--- src/rtl/fcl_operand_packer.sv ---
// fcl_operand_packer
// Packs (activation, weight) beats into five-slot bundles for the FC1
// multiply-add stage. Element [0] of each slot is the activation and element
// [1] is the weight. The final partial group of a vector is zero-padded, so
// unused slots add nothing to the downstream sum.
module fcl_operand_packer #(
    parameter int OPERAND_WIDTH = 8,
    parameter int PAIR          = 2,
    parameter int LEN_WIDTH     = 10
) (
    input  logic                                 pack_clk,
    input  logic                                 pack_rst,
    input  logic                                 pack_start_i,
    input  logic [LEN_WIDTH-1:0]                 pack_len_i,
    input  logic                                 pack_in_valid_i,
    input  logic [OPERAND_WIDTH-1:0]             pack_in_act_i,
    input  logic [OPERAND_WIDTH-1:0]             pack_in_wgt_i,
    output logic                                 pack_in_ready_o,
    output logic [PAIR-1:0][OPERAND_WIDTH-1:0]   pack_out_a_o,
    output logic [PAIR-1:0][OPERAND_WIDTH-1:0]   pack_out_b_o,
    output logic [PAIR-1:0][OPERAND_WIDTH-1:0]   pack_out_c_o,
    output logic [PAIR-1:0][OPERAND_WIDTH-1:0]   pack_out_d_o,
    output logic [PAIR-1:0][OPERAND_WIDTH-1:0]   pack_out_e_o,
    output logic                                 pack_out_valid_o,
    output logic                                 pack_out_last_o,
    input  logic                                 pack_out_ready_i,
    output logic                                 pack_busy_o,
    output logic                                 pack_done_o
);

    localparam int SLOTS    = 5;
    localparam int BUNDLE_W = SLOTS * PAIR * OPERAND_WIDTH;

    typedef enum logic [1:0] {
        ST_IDLE = 2'd0,
        ST_FILL = 2'd1,
        ST_SEND = 2'd2
    } state_t;

    typedef logic [PAIR-1:0][OPERAND_WIDTH-1:0] slot_t;

    state_t                   state_r;
    slot_t [SLOTS-1:0]        slot_r;
    logic  [2:0]              index_r;
    logic  [LEN_WIDTH-1:0]    remaining_r;
    logic                     in_ready_r;
    logic                     out_valid_r;
    logic                     out_last_r;
    logic                     busy_r;
    logic                     done_r;

    logic                     in_fire_s;
    logic                     out_fire_s;
    logic                     group_full_s;
    logic                     final_beat_s;
    logic [LEN_WIDTH-1:0]     remaining_dec_s;

    // Handshake qualifiers and end-of-group detection for the beat in flight
    always_comb begin
        in_fire_s       = pack_in_valid_i && in_ready_r;
        out_fire_s      = out_valid_r && pack_out_ready_i;
        remaining_dec_s = remaining_r - LEN_WIDTH'(1);
        group_full_s    = (index_r == 3'd4);
        final_beat_s    = (remaining_r == LEN_WIDTH'(1));
    end

    // Packer FSM: all handshake/status outputs are registered alongside state
    always_ff @(posedge pack_clk or posedge pack_rst) begin
        if (pack_rst) begin
            state_r     <= ST_IDLE;
            slot_r      <= {BUNDLE_W{1'b0}};
            index_r     <= 3'd0;
            remaining_r <= {LEN_WIDTH{1'b0}};
            in_ready_r  <= 1'b0;
            out_valid_r <= 1'b0;
            out_last_r  <= 1'b0;
            busy_r      <= 1'b0;
            done_r      <= 1'b0;
        end else begin
            done_r <= 1'b0;
            case (state_r)
                ST_IDLE: begin
                    if (pack_start_i) begin
                        if (pack_len_i != {LEN_WIDTH{1'b0}}) begin
                            remaining_r <= pack_len_i;
                            slot_r      <= {BUNDLE_W{1'b0}};
                            index_r     <= 3'd0;
                            in_ready_r  <= 1'b1;
                            busy_r      <= 1'b1;
                            state_r     <= ST_FILL;
                        end else begin
                            // Empty vector: acknowledge without emitting a bundle
                            done_r <= 1'b1;
                        end
                    end
                end
                ST_FILL: begin
                    if (in_fire_s) begin
                        slot_r[index_r] <= {pack_in_wgt_i, pack_in_act_i};
                        index_r         <= index_r + 3'd1;
                        remaining_r     <= remaining_dec_s;
                        if (group_full_s || final_beat_s) begin
                            in_ready_r  <= 1'b0;
                            out_valid_r <= 1'b1;
                            out_last_r  <= final_beat_s;
                            state_r     <= ST_SEND;
                        end
                    end
                end
                ST_SEND: begin
                    if (out_fire_s) begin
                        out_valid_r <= 1'b0;
                        if (out_last_r) begin
                            out_last_r <= 1'b0;
                            busy_r     <= 1'b0;
                            done_r     <= 1'b1;
                            state_r    <= ST_IDLE;
                        end else begin
                            slot_r     <= {BUNDLE_W{1'b0}};
                            index_r    <= 3'd0;
                            in_ready_r <= 1'b1;
                            state_r    <= ST_FILL;
                        end
                    end
                end
                default: begin
                    // Unreachable encoding: fall back to a clean idle state
                    state_r     <= ST_IDLE;
                    slot_r      <= {BUNDLE_W{1'b0}};
                    index_r     <= 3'd0;
                    remaining_r <= {LEN_WIDTH{1'b0}};
                    in_ready_r  <= 1'b0;
                    out_valid_r <= 1'b0;
                    out_last_r  <= 1'b0;
                    busy_r      <= 1'b0;
                end
            endcase
        end
    end

    assign pack_in_ready_o  = in_ready_r;
    assign pack_out_valid_o = out_valid_r;
    assign pack_out_last_o  = out_last_r;
    assign pack_busy_o      = busy_r;
    assign pack_done_o      = done_r;
    assign pack_out_a_o     = slot_r[0];
    assign pack_out_b_o     = slot_r[1];
    assign pack_out_c_o     = slot_r[2];
    assign pack_out_d_o     = slot_r[3];
    assign pack_out_e_o     = slot_r[4];

endmodule

--- config.mk ---
export PLATFORM = sky130hd
export DESIGN_NAME = fcl_operand_packer
export DESIGN_NICKNAME = d
export VERILOG_FILES = /design/src/rtl/fcl_operand_packer.sv
export SDC_FILE = /design/constraint.sdc
export NUM_CORES = 1
export LEC_CHECK = 0
export ABC_AREA = 1
export CORE_MARGIN = 2
export CORE_UTILIZATION = 53
export CTS_BUF_LIST = sky130_fd_sc_hd__clkbuf_4 sky130_fd_sc_hd__clkbuf_8
export CTS_CLUSTER_DIAMETER = 50
export DETAILED_ROUTE_END_ITERATION = 8
export HOLD_SLACK_MARGIN = 0.06
export PLACE_DENSITY = 0.94
export REMOVE_ABC_BUFFERS = 1
export SETUP_SLACK_MARGIN = 0.02
export SYNTH_ARGS = -nofsm -noshare
export SYNTH_HDL_FRONTEND = slang
export SYNTH_SLANG_ARGS = --single-unit
--- constraint.sdc ---
create_clock -name pack_clk -period 4.2 [get_ports pack_clk]
set_input_delay 0.84 -clock pack_clk [delete_from_list [all_inputs] [get_ports pack_clk]]
set_output_delay 0.84 -clock pack_clk [all_outputs]
set_load 0.05 [all_outputs]
==> flow_metrics.py <==
metrics = {
    "finish": {
        "diodes": 0,
        "fin_area_um2": 6660,
        "drive_gt1_share_pct": 5.05,
        "area_growth_pct": 25.2,
        "nets": 803,
    },
    "clocking": {
        "cts.sinks": 100,
        "clockBufferDepth": 2,
        "cts_tree": "built",
        "cts_setup_buffers": 0,
        "numCtsBuffers": 9,
        "clock_latency_ns": 0.38,
        "htree_levels": 3,
        "clk_pin_slew_ns": 0.10,
        "root_buffer": "clkbuf_8",
        "ctsHoldBuffers": 0,
        "cts_resized": 0,
    },
    "routing": {
        "via_per_inst": 5.47,
        "vias": 4953,
        "avgRoutedWirePerCell_um": 16.2,
        "drcViolationCount": 0,
        "wirelength_um": 14600,
        "drtAntennaViolNets": 0,
        "drt_iter0_drc": 327,
        "first_pass_iters": 5,
    },
    "yosys": {
        "async_flop_share_pct": 100,
        "avgSynthCellArea_um2": 7.94,
        "synth_ff_type": "dfrtp_1",
        "seq_area_frac_synth_pct": 47.0,
        "synthCells": 670,
        "ys_ff_latch": 100,
        "syn_area_um2": 5320,
        "yosysWarningCount": 0,
        "synth_edf_count": 0,
        "synth_commonest_cells": "nand2_1 (133), inv_1 (121), dfrtp_1 (100)",
        "yosysTopAreaCellShare_pct": 47.0,
        "yosysMostFrequentCell": "nand2_1",
        "netlist_top_cells_area": "dfrtp_1 (47%), o21bai_1 (12%), nand2_1 (9.4%), nand3_1 (9.1%), inv_1 (8.5%)",
        "synth.distinct_cells": 29,
        "synth_area_leader_cell": "dfrtp_1",
    },
    "sta": {
        "fin_crit_ns": 2.54,
        "fmax_ghz": 0.393,
        "tns_ns": 0,
        "worstMarginPinSlew_ns": 0.890,
        "maxSlewHeadroom_pct": 40.7,
        "period_share_pct": 60.6,
        "setup_viol_count_final": 0,
        "finalClockSkew_ns": 0.0139,
        "finalMaxSlewViolations": 0,
        "final_hold_viol_count": 0,
        "grt_setup_unrepaired": "no",
    },
    "worst_setup_path": {
        "end_kind": "register",
        "cp_common_cell": "nand3_1",
        "cp_data_required_time_ns": 4.51,
        "critPathMaxFanout": 25,
        "slowest_delay_ns": 0.49,
        "crit_arrival_ns": 2.85,
        "startpoint_type": "input port",
        "worstPathCellList": "clkdlybuf4s50_1 > nor2_1 > and2_1 > nand2_2 > nand3_1 > nor2_4 > buf_4 > nand3_1 > nand2_1",
        "crit_type": "input port to register",
        "critPathBufInv": 2,
        "cpMaxStageDelayCell": "clkdlybuf4s50_1",
        "path_delay_family": "simple AND/OR/NAND/NOR gates",
    },
    "floorplanning": {
        "die-area_um2": 10900,
        "die-width_um": 104,
        "die-height_um": 104,
        "start_util_pct": 54.4,
        "num_rows": 36,
        "coreArea_um2": 9770,
        "ios": 116,
    },
    "global_routing": {
        "grt_pass1_wl_um": 23800,
        "antenna_found_initial": 0,
        "grt_util_all_layers_pct": 27.5,
        "grt_start_max_net_pins": 72,
        "overflow": 0,
        "grt_pass1_vias": 4878,
    },
    "place": {
        "portBuffers": 115,
        "hpwl_um": 10200,
        "gp_congestion": 0.886,
        "placed_area_um2": 6480,
    },
    "pwr": {
        "powerDensity_nw_per_um2": 698,
        "ir_worst_vdd_v": 0.000340,
        "p_leak_uw": 0.00352,
    },
    "outcome": {
        "status": "complete, no violations",
    },
    "hold_path": {
        "hp-class": "register to register",
    },
    "run": {
        "maxCapViolCount": 0,
    },
}
-- power by group --
part / internal, uW / total, uW / switching (uW)
registers: 1200 / 1390 / 192
logic: 728 / 2670 / 1940
clock network: 224 / 589 / 366
total: 2150 / 4650 / 2500
-- layout by cell type (no fill, tap or decap) --
master | netlist | final
nand2_1 | 133 | 133
inv_1 | 121 | 120
clkdlybuf4s50_1 | 0 | 115
dfrtp_1 | 100 | 100
nand3_1 | 97 | 97
o21bai_1 | 82 | 82
nor2_1 | 43 | 43
o21ai_0 | 17 | 17
o21ai_1 | 9 | 9
clkbuf_8 | 0 | 9
buf_4 | 6 | 7
inv_2 | 6 | 6
a21oi_1 | 4 | 4
ha_1 | 4 | 4
nand4_1 | 3 | 3
nor2_2 | 4 | 3
nor3_1 | 2 | 2
nor2_4 | 1 | 2
nor3_4 | 2 | 2
inv_6 | 0 | 2
clkinv_4 | 0 | 2
o22ai_1 | 1 | 1
inv_4 | 0 | 1
nand3_2 | 1 | 1
xnor2_1 | 1 | 1
and2_1 | 1 | 1
nand2_2 | 1 | 1
nand4_4 | 0 | 1
clkinv_1 | 1 | 1
clkinvlp_4 | 0 | 1
clkinv_8 | 0 | 1
-- worst reg2reg max path: stages, from the launching register on --
cell	delay, ns
dfrtp_1	0.45
nor2_2	0.41
nand2_1	0.15
nand2_1	0.11
inv_2	0.07
nand4_4	0.34
buf_4	0.43
o21bai_1	0.12
nand2_1	0.11
-- kinds of logic (layout without fill, tap and decap cells) --
| kind of cell | Yosys count | after routing | synth area share (%) |
|---|---|---|---|
| AOI/OAI and AO/OA | 113 | 113 | 14.5 |
| xor gates and xnor gates | 1 | 1 | 0.165 |
| buffers and inverters | 163 | 265 | 13.3 |
| DFF | 100 | 100 | 47.0 |
| and+or+nand+nor | 289 | 289 | 24.0 |
| adders and majority gates | 4 | 4 | 0.941 |
-- routing by layer --
metal / up-vias / track usage (%) / share of wire [%]
met5: - / 0 / 0
met4: 0 / 10.1 / 2.7
met3: 39 / 5.64 / 8.3
met2: 254 / 46.4 / 50
met1: 2372 / 35.2 / 40
li1: 2288 / - / -
-- flip-flops by register name, indices dropped and copies added, names as in the netlist --
name	flops
pack_busy_o	1
state_r	2
index_r	3
pack_out_b_o	16
pack_out_e_o	16
pack_in_ready_o	1
pack_out_c_o	16
pack_out_a_o	16
pack_done_o	1
pack_out_last_o	1
pack_out_valid_o	1
pack_out_d_o	16
remaining_r	10
-- through the flow --
step	utilization, %	total power, uW	setup slack, ns	std cells	hold slack [ns]
after floorplan	-	3110	0.741	635	0.488
after detailed placement	66.3	4020	1.32	890	0.494
after CTS	68.2	4600	1.70	905	0.517
final	68.2	4650	1.66	905	0.514
after global routing	68.2	4900	1.52	905	0.565
after global placement	66.3	3930	1.37	890	0.476
-- final timing paths --
path	start	endpoint	slack [ns]	cells past startpoint
worst max-delay path	pack_len_i[9]	pack_out_c_o[0]	1.66	9
worst min-delay path	pack_busy_o	pack_busy_o	0.51	2
worst max register to register	state_r[0]	pack_out_b_o[12]	1.95	8
max in group asynchronous	pack_rst	pack_out_e_o[12]	2.42	3
worst min register to register	pack_busy_o	pack_busy_o	0.51	2
min in group asynchronous	pack_rst	remaining_r[2]	0.99	2
-- cell type report --
| class | count | area (um^2) |
|---|---|---|
| multi-input cells | 407 | 2120 |
| flip-flops and latches | 100 | 2500 |
| well taps | 133 | 166 |
| inverters | 128 | 483 |
| clock inverters | 6 | 58.8 |
| clock buffers | 9 | 124 |
| fillers | 748 | 3110 |
| repair buffers | 122 | 1200 |
(Power assumes the default switching activity.)
